`src/rtl/cache_line_mp.sv`:
```
// rtl/cache_line_mp.sv - multi-port cache line with per-word dirty tracking; optional macro CACHE_LINE_STATS_EN adds hit/miss counters
module cache_line_mp #(
    parameter int ADDRBITS = 32,
    parameter int DATABITS = 32,
    parameter int LSBBITS  = 7,
    parameter int NRDPORTS = 2,
    parameter int TTLBITS  = 8
) (
    input  logic                          clk,
    input  logic                          reset,
    input  logic [NRDPORTS*ADDRBITS-1:0]  rd_addr,
    input  logic [NRDPORTS-1:0]           rd_req,
    output logic [NRDPORTS-1:0]           rd_valid,
    output logic [NRDPORTS*DATABITS-1:0]  rd_data,
    input  logic [ADDRBITS-1:0]           wr_addr,
    input  logic [DATABITS-1:0]           wr_data,
    input  logic [DATABITS/8-1:0]         wr_be,
    input  logic                          wr_req,
    output logic [NRDPORTS:0]             line_hit,
    input  logic                          line_flush,
    input  logic                          line_fill,
    input  logic [ADDRBITS-LSBBITS-1:0]   new_region,
    output logic                          line_ready,
    output logic                          line_dirty,
    output logic [TTLBITS-1:0]            line_ttl,
    output logic [ADDRBITS-1:0]           mem_addr,
    output logic [DATABITS-1:0]           mem_wdata,
    input  logic [DATABITS-1:0]           mem_rdata,
    input  logic                          mem_rvalid,
    output logic                          mem_rdreq,
    output logic                          mem_wrreq,
    input  logic                          mem_ready
`ifdef CACHE_LINE_STATS_EN
    ,
    output logic [31:0]                   stat_hits,
    output logic [31:0]                   stat_misses
`endif
);
    localparam int BYTES   = DATABITS / 8;
    localparam int WORDS   = (2 ** LSBBITS) / BYTES;
    localparam int WBITS   = $clog2(WORDS);
    localparam int BOFF    = $clog2(BYTES);
    localparam int TAGBITS = ADDRBITS - LSBBITS;
    localparam logic [TTLBITS-1:0] MAXTTL = '1;

    typedef enum logic [1:0] {S_EMPTY, S_CACHING, S_FLUSH, S_FILL} state_t;
    state_t state, state_nx;

    logic [TAGBITS-1:0]  tag, pend_tag;
    logic                pend_valid;
    logic [WORDS-1:0]    dirty;
    logic [DATABITS-1:0] words [WORDS];
    logic [WBITS-1:0]    fcnt, rcnt, bcnt, fcnt_inc, rcnt_inc, bcnt_inc;
    logic                req_done;
    logic [TTLBITS-1:0]  ttl;
    logic                wr_hit, any_hit, rd_acc, fill_beat;
    logic                flush_adv, flush_done, fill_done, latch_new, latch_pend;
    logic [WBITS-1:0]    wr_idx;
    logic [WBITS-1:0]    rd_idx [NRDPORTS];
    logic                unused_bits;

    assign wr_hit     = line_hit[NRDPORTS];
    assign any_hit    = |line_hit;
    assign wr_idx     = wr_addr[BOFF +: WBITS];
    assign fcnt_inc   = fcnt + 1'b1;
    assign rcnt_inc   = rcnt + 1'b1;
    assign bcnt_inc   = bcnt + 1'b1;
    assign rd_acc     = mem_rdreq && mem_ready;
    assign fill_beat  = (state == S_FILL) && mem_rvalid;
    assign line_ready = !reset && ((state == S_EMPTY) || (state == S_CACHING));
    assign line_dirty = |dirty;
    assign line_ttl   = ttl;

    // byte-offset address bits never select anything inside a word
    always_comb begin
        unused_bits = ^wr_addr[BOFF-1:0];
        for (int i = 0; i < NRDPORTS; i++)
            unused_bits = unused_bits ^ (^rd_addr[i*ADDRBITS +: BOFF]);
    end

    // tag compare per port, qualified by request and CACHING
    always_comb begin
        line_hit = '0;
        for (int i = 0; i < NRDPORTS; i++) begin
            rd_idx[i]   = rd_addr[i*ADDRBITS+BOFF +: WBITS];
            line_hit[i] = rd_req[i] && (state == S_CACHING) &&
                          (rd_addr[i*ADDRBITS+LSBBITS +: TAGBITS] == tag);
        end
        line_hit[NRDPORTS] = wr_req && (state == S_CACHING) &&
                             (wr_addr[ADDRBITS-1:LSBBITS] == tag);
    end

    // state register
    always_ff @(posedge clk or posedge reset) begin
        if (reset) state <= S_EMPTY;
        else       state <= state_nx;
    end

    // next state and memory-side outputs
    always_comb begin
        state_nx   = state;
        mem_wrreq  = 1'b0;
        mem_rdreq  = 1'b0;
        mem_addr   = '0;
        mem_wdata  = '0;
        flush_adv  = 1'b0;
        flush_done = 1'b0;
        fill_done  = 1'b0;
        latch_new  = 1'b0;
        latch_pend = 1'b0;
        case (state)
            S_EMPTY: begin
                if (line_fill) begin
                    latch_new = 1'b1;
                    state_nx  = S_FILL;
                end
            end
            S_CACHING: begin
                // a write landing in this same cycle must also be flushed
                if (line_flush || line_fill) begin
                    if ((|dirty) || wr_hit) begin
                        latch_pend = 1'b1;
                        state_nx   = S_FLUSH;
                    end else if (line_fill) begin
                        latch_new = 1'b1;
                        state_nx  = S_FILL;
                    end else begin
                        state_nx = S_EMPTY;
                    end
                end
            end
            S_FLUSH: begin
                mem_addr = {tag, LSBBITS'(fcnt) << BOFF};
                if (dirty[fcnt]) begin
                    mem_wrreq = 1'b1;
                    mem_wdata = words[fcnt];
                    flush_adv = mem_ready;
                end else begin
                    flush_adv = 1'b1;
                end
                flush_done = flush_adv && (fcnt_inc == '0);
                if (flush_done) state_nx = pend_valid ? S_FILL : S_EMPTY;
            end
            S_FILL: begin
                mem_rdreq = !req_done;
                mem_addr  = {tag, LSBBITS'(rcnt) << BOFF};
                fill_done = fill_beat && (bcnt_inc == '0);
                if (fill_done) state_nx = S_CACHING;
            end
            default: state_nx = S_EMPTY;
        endcase
    end

    // tag, dirty mask, transfer counters, age and registered read ports
    always_ff @(posedge clk or posedge reset) begin
        if (reset) begin
            tag        <= '0;
            pend_tag   <= '0;
            pend_valid <= 1'b0;
            dirty      <= '0;
            fcnt       <= '0;
            rcnt       <= '0;
            bcnt       <= '0;
            req_done   <= 1'b0;
            ttl        <= MAXTTL;
            rd_valid   <= '0;
            rd_data    <= '0;
        end else begin
            if (latch_new)                      tag <= new_region;
            else if (flush_done && pend_valid)  tag <= pend_tag;
            if (latch_pend) begin
                pend_valid <= line_fill;
                pend_tag   <= new_region;
            end
            if (fill_done) begin
                dirty <= '0;
            end else begin
                if (wr_hit)                  dirty[wr_idx] <= 1'b1;
                if (flush_adv && mem_wrreq)  dirty[fcnt]   <= 1'b0;
            end
            if (flush_adv) fcnt <= fcnt_inc;
            if (rd_acc) begin
                rcnt <= rcnt_inc;
                if (rcnt_inc == '0) req_done <= 1'b1;
            end
            if (fill_done) req_done <= 1'b0;
            if (fill_beat) bcnt <= bcnt_inc;
            if (any_hit || fill_done)                    ttl <= MAXTTL;
            else if (state == S_CACHING && ttl != '0)    ttl <= ttl - 1'b1;
            for (int i = 0; i < NRDPORTS; i++) begin
                rd_valid[i] <= line_hit[i];
                if (line_hit[i]) rd_data[i*DATABITS +: DATABITS] <= words[rd_idx[i]];
            end
        end
    end

    // line storage: fill beats or byte-enabled write hits
    always_ff @(posedge clk) begin
        if (fill_beat) begin
            words[bcnt] <= mem_rdata;
        end else if (wr_hit) begin
            for (int b = 0; b < BYTES; b++)
                if (wr_be[b]) words[wr_idx][8*b +: 8] <= wr_data[8*b +: 8];
        end
    end

`ifdef CACHE_LINE_STATS_EN
    // hit/miss event counters, wrap naturally
    always_ff @(posedge clk or posedge reset) begin
        if (reset) begin
            stat_hits   <= '0;
            stat_misses <= '0;
        end else if (any_hit) begin
            stat_hits   <= stat_hits + 1'b1;
        end else if ((|rd_req) || wr_req) begin
            stat_misses <= stat_misses + 1'b1;
        end
    end
`endif
endmodule

```
`config.mk`:
```
export PLATFORM = sky130hd
export DESIGN_NAME = cache_line_mp
export DESIGN_NICKNAME = d
export VERILOG_FILES = /design/src/rtl/cache_line_mp.sv
export SDC_FILE = /design/constraint.sdc
export NUM_CORES = 2
export LEC_CHECK = 0
export CAP_MARGIN = 25
export CORE_ASPECT_RATIO = 1.25
export CORE_MARGIN = 4
export CORE_UTILIZATION = 60
export DETAILED_ROUTE_END_ITERATION = 6
export GPL_TIMING_DRIVEN = 0
export MAX_ROUTING_LAYER = met4
export PLACE_DENSITY = 0.8
export SLEW_MARGIN = 0
export SYNTH_ARGS = -nofsm -noshare
export SYNTH_HDL_FRONTEND = slang
export SYNTH_SLANG_ARGS = --single-unit
```
`constraint.sdc`:
```
create_clock -name clk -period 7.8 [get_ports clk]
set_clock_uncertainty 0.05 [all_clocks]
set_input_delay 0.78 -clock clk [delete_from_list [all_inputs] [get_ports clk]]
set_output_delay 0.78 -clock clk [all_outputs]
set_load 0.05 [all_outputs]
```
==> run_results.csv <==
group,metric,value,unit
global_routing,grt_usage,0.473,
run_status,outcome,"complete, but fails checks",
global_routing,grt_first_pass_wirelength,354000,µm
timing,finalWorstSetupSlack,0.724,ns
timing,fin_crit,7.08,ns
timing,fmax,141,MHz
place,gp_congestion,1.04,
worst_setup_path,arrival,6.25,ns
global_routing,grt_max_degree,108,
clock_network,postCtsHoldBufs,0,
synthesis,yosys.cell_types.count,60,
cells_and_area,area_growth,17.2,%
cells_and_area,final_util,0.710,
global_routing,antenna_found_initial,8,
cells_and_area,fin_nets,4436,
worst_setup_path,crit_path_cell_trace,"buf_6 > buf_2 > buf_2 > clkbuf_1 > buf_2 > mux4_2 > a22oi_1 > a31oi_1 > clkdlybuf4s50_1",
cells_and_area,final_layout_size_suffix_gt1_frac,0.345,
route,ant_nets,0,
floorplanning,start_util,0.606,
floorplanning,fp.dieArea,113000,µm²
timing,slew_violations,0,
synthesis,synth_area_per_cell,17.9,µm²
route,drc,266,
cells_and_area,final_cell_mix,"1024 x edfxtp_1, 899 x mux4_2, 324 x clkdlybuf4s50_1, 265 x nor2_1, 198 x clkbuf_1",
floorplanning,coreArea,107000,µm²
clock_network,cts_root_buf,"clkbuf_16",
global_routing,overflow,0,
worst_setup_path,worstPathRequired,6.97,ns
worst_setup_path,end_kind,"output port",
synthesis,async_flop_share,0.146,
power,fin_total_pwr,21.6,mW
clock_network,h-tree-depth,3,
run_status,violations,"DRC",
power,ir_worst_vdd,242,µV
worst_setup_path,cp_slowest_stage_delay,0.99,ns
worst_setup_path,crit_family,"buffers and inverters",
route,wirelength,259000,µm
synthesis,synth-seq-cells,1199,
worst_setup_path,crit_type,"flop to output port",
worst_setup_path,cp_slowest_cell,"clkbuf_1",
synthesis,ys_seq_area_frac,0.542,
job,cap_viol_max_count,0,
worst_setup_path,startpoint_type,"flop",
place,dp_slack,2.08,ns
clock_network,numClockSinks,1199,
worst_setup_path,crit_path_max_fanout,10,
cells_and_area,final_common_cell,"edfxtp_1",
timing,rsz0062_at_grt,"false",
timing,slew-limit-headroom,0.0811,
clock_network,cts_tree,"built",
synthesis,yosys_warnings,0,
power,power_density,284,nW/µm²
floorplanning,boundaryPins,343,
clock_network,clkTransAtPathRegs,0.06,ns
synthesis,synth_area,64800,µm²
power,p_leak,24.9,nW
floorplanning,die_w,302,µm
timing,final-setup-viol-count,0,
worst_setup_path,critPathBufInv,6,
timing,hold_viol_final,0,
worst_setup_path,crit_top_cell,"buf_2",
route,vias,47500,
route,viasPerCell,8.24,
floorplanning,die_h,376,µm
route,wl_per_cell,44.8,µm
clock_network,cts-resized-gates,0,
place,place_hpwl,184000,µm
clock_network,cts_buffers,117,
floorplanning,rows,134,
timing,worst_pin_slew,1.34,ns
clock_network,clkLatencyLatePin,0.75,ns
route,drtIter0Drc,9603,
global_routing,grt_pass1_vias,46800,
synthesis,synth_edf_count,1024,
timing,holdWs,0.443,ns
synthesis,synth_cells,3613,
hold_path,hold_path_class,"flop to flop",
place,port_buffers,324,
clock_network,clockBufferDepth,3,
cells_and_area,stdcell_count,5770,
synthesis,synthFlopType,"edfxtp_1",
place,dp_cells,5498,
route,dr.pass1.iters,7,
timing,finalCritPeriodShare,0.907,
clock_network,post-cts-setup-buffer-count,0,
==> cells in the mapped netlist (7+ instances only) <==
library cell	n	area [µm²]
a311oi_1	23	201
nand3b_1	7	52.6
and2_1	35	219
a22o_1	32	280
nand3_1	31	155
a31oi_1	64	400
nor2b_1	12	75.1
dfrtp_1	167	4180
a21oi_1	70	350
clkbuf_1	168	631
and3_1	8	50.1
edfxtp_1	1024	30700
a22oi_1	65	488
xnor2_1	37	324
inv_1	7	26.3
a211oi_1	8	60.1
buf_4	8	60.1
xor2_1	59	517
mux2_2	60	676
mux2i_1	109	1090
buf_2	125	626
buf_1	34	128
dfstp_2	8	210
nand2_1	25	93.8
o211ai_1	81	608
ha_1	11	138
nor4_1	34	213
nand2b_1	7	43.8
mux4_2	899	20200
nand4_1	15	93.8
nor2_1	281	1050
a221oi_1	32	280
nor3b_1	7	52.6
==> final cells by class <==
class,instances,area [µm²]
diodes,13,32.5
plain buffers,341,1510
clock buffers,169,3340
clock inverters,52,551
fillers,6668,31000
inverters,9,41.3
multi-input cells,2065,28200
flip-flops and latches,1199,35100
well taps,1428,1790
repair buffers,494,5350
==> final timing paths <==
path / from / endpoint / slack (ns) / depth (start not counted)
min in group asynchronous: reset / tag[16] / 0.60 / 3
hold reg to reg: pend_tag[2] / pend_tag[2] / 0.44 / 1
setup reg to reg: tag[6] / words[23][21] / 2.82 / 9
max in group asynchronous: reset / dirty[25] / 6.32 / 4
hold / removal: pend_tag[2] / pend_tag[2] / 0.44 / 1
setup / recovery: fcnt[1] / mem_wdata[14] / 0.72 / 9
==> layer usage <==
metal	global-route usage	up-vias	share of wire
met5	-	-	0
met4	0.358	0	0.11
met3	0.194	1598	0.17
met2	0.665	5432	0.44
met1	0.542	23700	0.29
li1	-	16800	-
==> worst register-to-register path, cell delays in order (launching register included) <==
cell and delay [ns]:
dfrtp_1 0.50, xor2_1 0.23, nor4b_1 0.36, nand4_1 0.47, nor3_1 0.31, buf_2 0.49, buf_4 0.39, mux2i_1 1.06
nor2_1 0.52, buf_4 0.35
==> power by group <==
group / switching, mW / internal, mW / total, mW
combinational: 5.01 / 3.00 / 8.01
clock: 2.60 / 3.27 / 5.88
sequential: 0.360 / 7.35 / 7.71
==> metrics by stage <==
step                setup TNS, ns  area, µm²
floorplan                       0      64800
CTS                             0      75500
detailed placement              0      71600
finish                          0      76000
global route                    0      76000
global placement          -160.63      69900
==> kinds of logic (layout without fill, tap and decap cells) <==
family	Yosys count	after routing	share of synthesized area
xor+xnor	96	96	0.0130
simple gates	490	490	0.0358
buf+inv	350	1065	0.0237
fa+ha+maj	11	11	0.00212
compound gates	396	396	0.0435
flops	1199	1199	0.542
mux	1070	1070	0.340
other cells	1	15	0.0000578
==> sequential cells by signal, summed over array words and instances, names as in the netlist <==
signal	flops
bcnt	5
dirty	32
fcnt	5
line_ttl	8
pend_tag	25
pend_valid	1
rcnt	5
rd_data	64
rd_valid	2
req_done	1
state	2
tag	25
words	1024
Power figures use the tool's default switching activity.
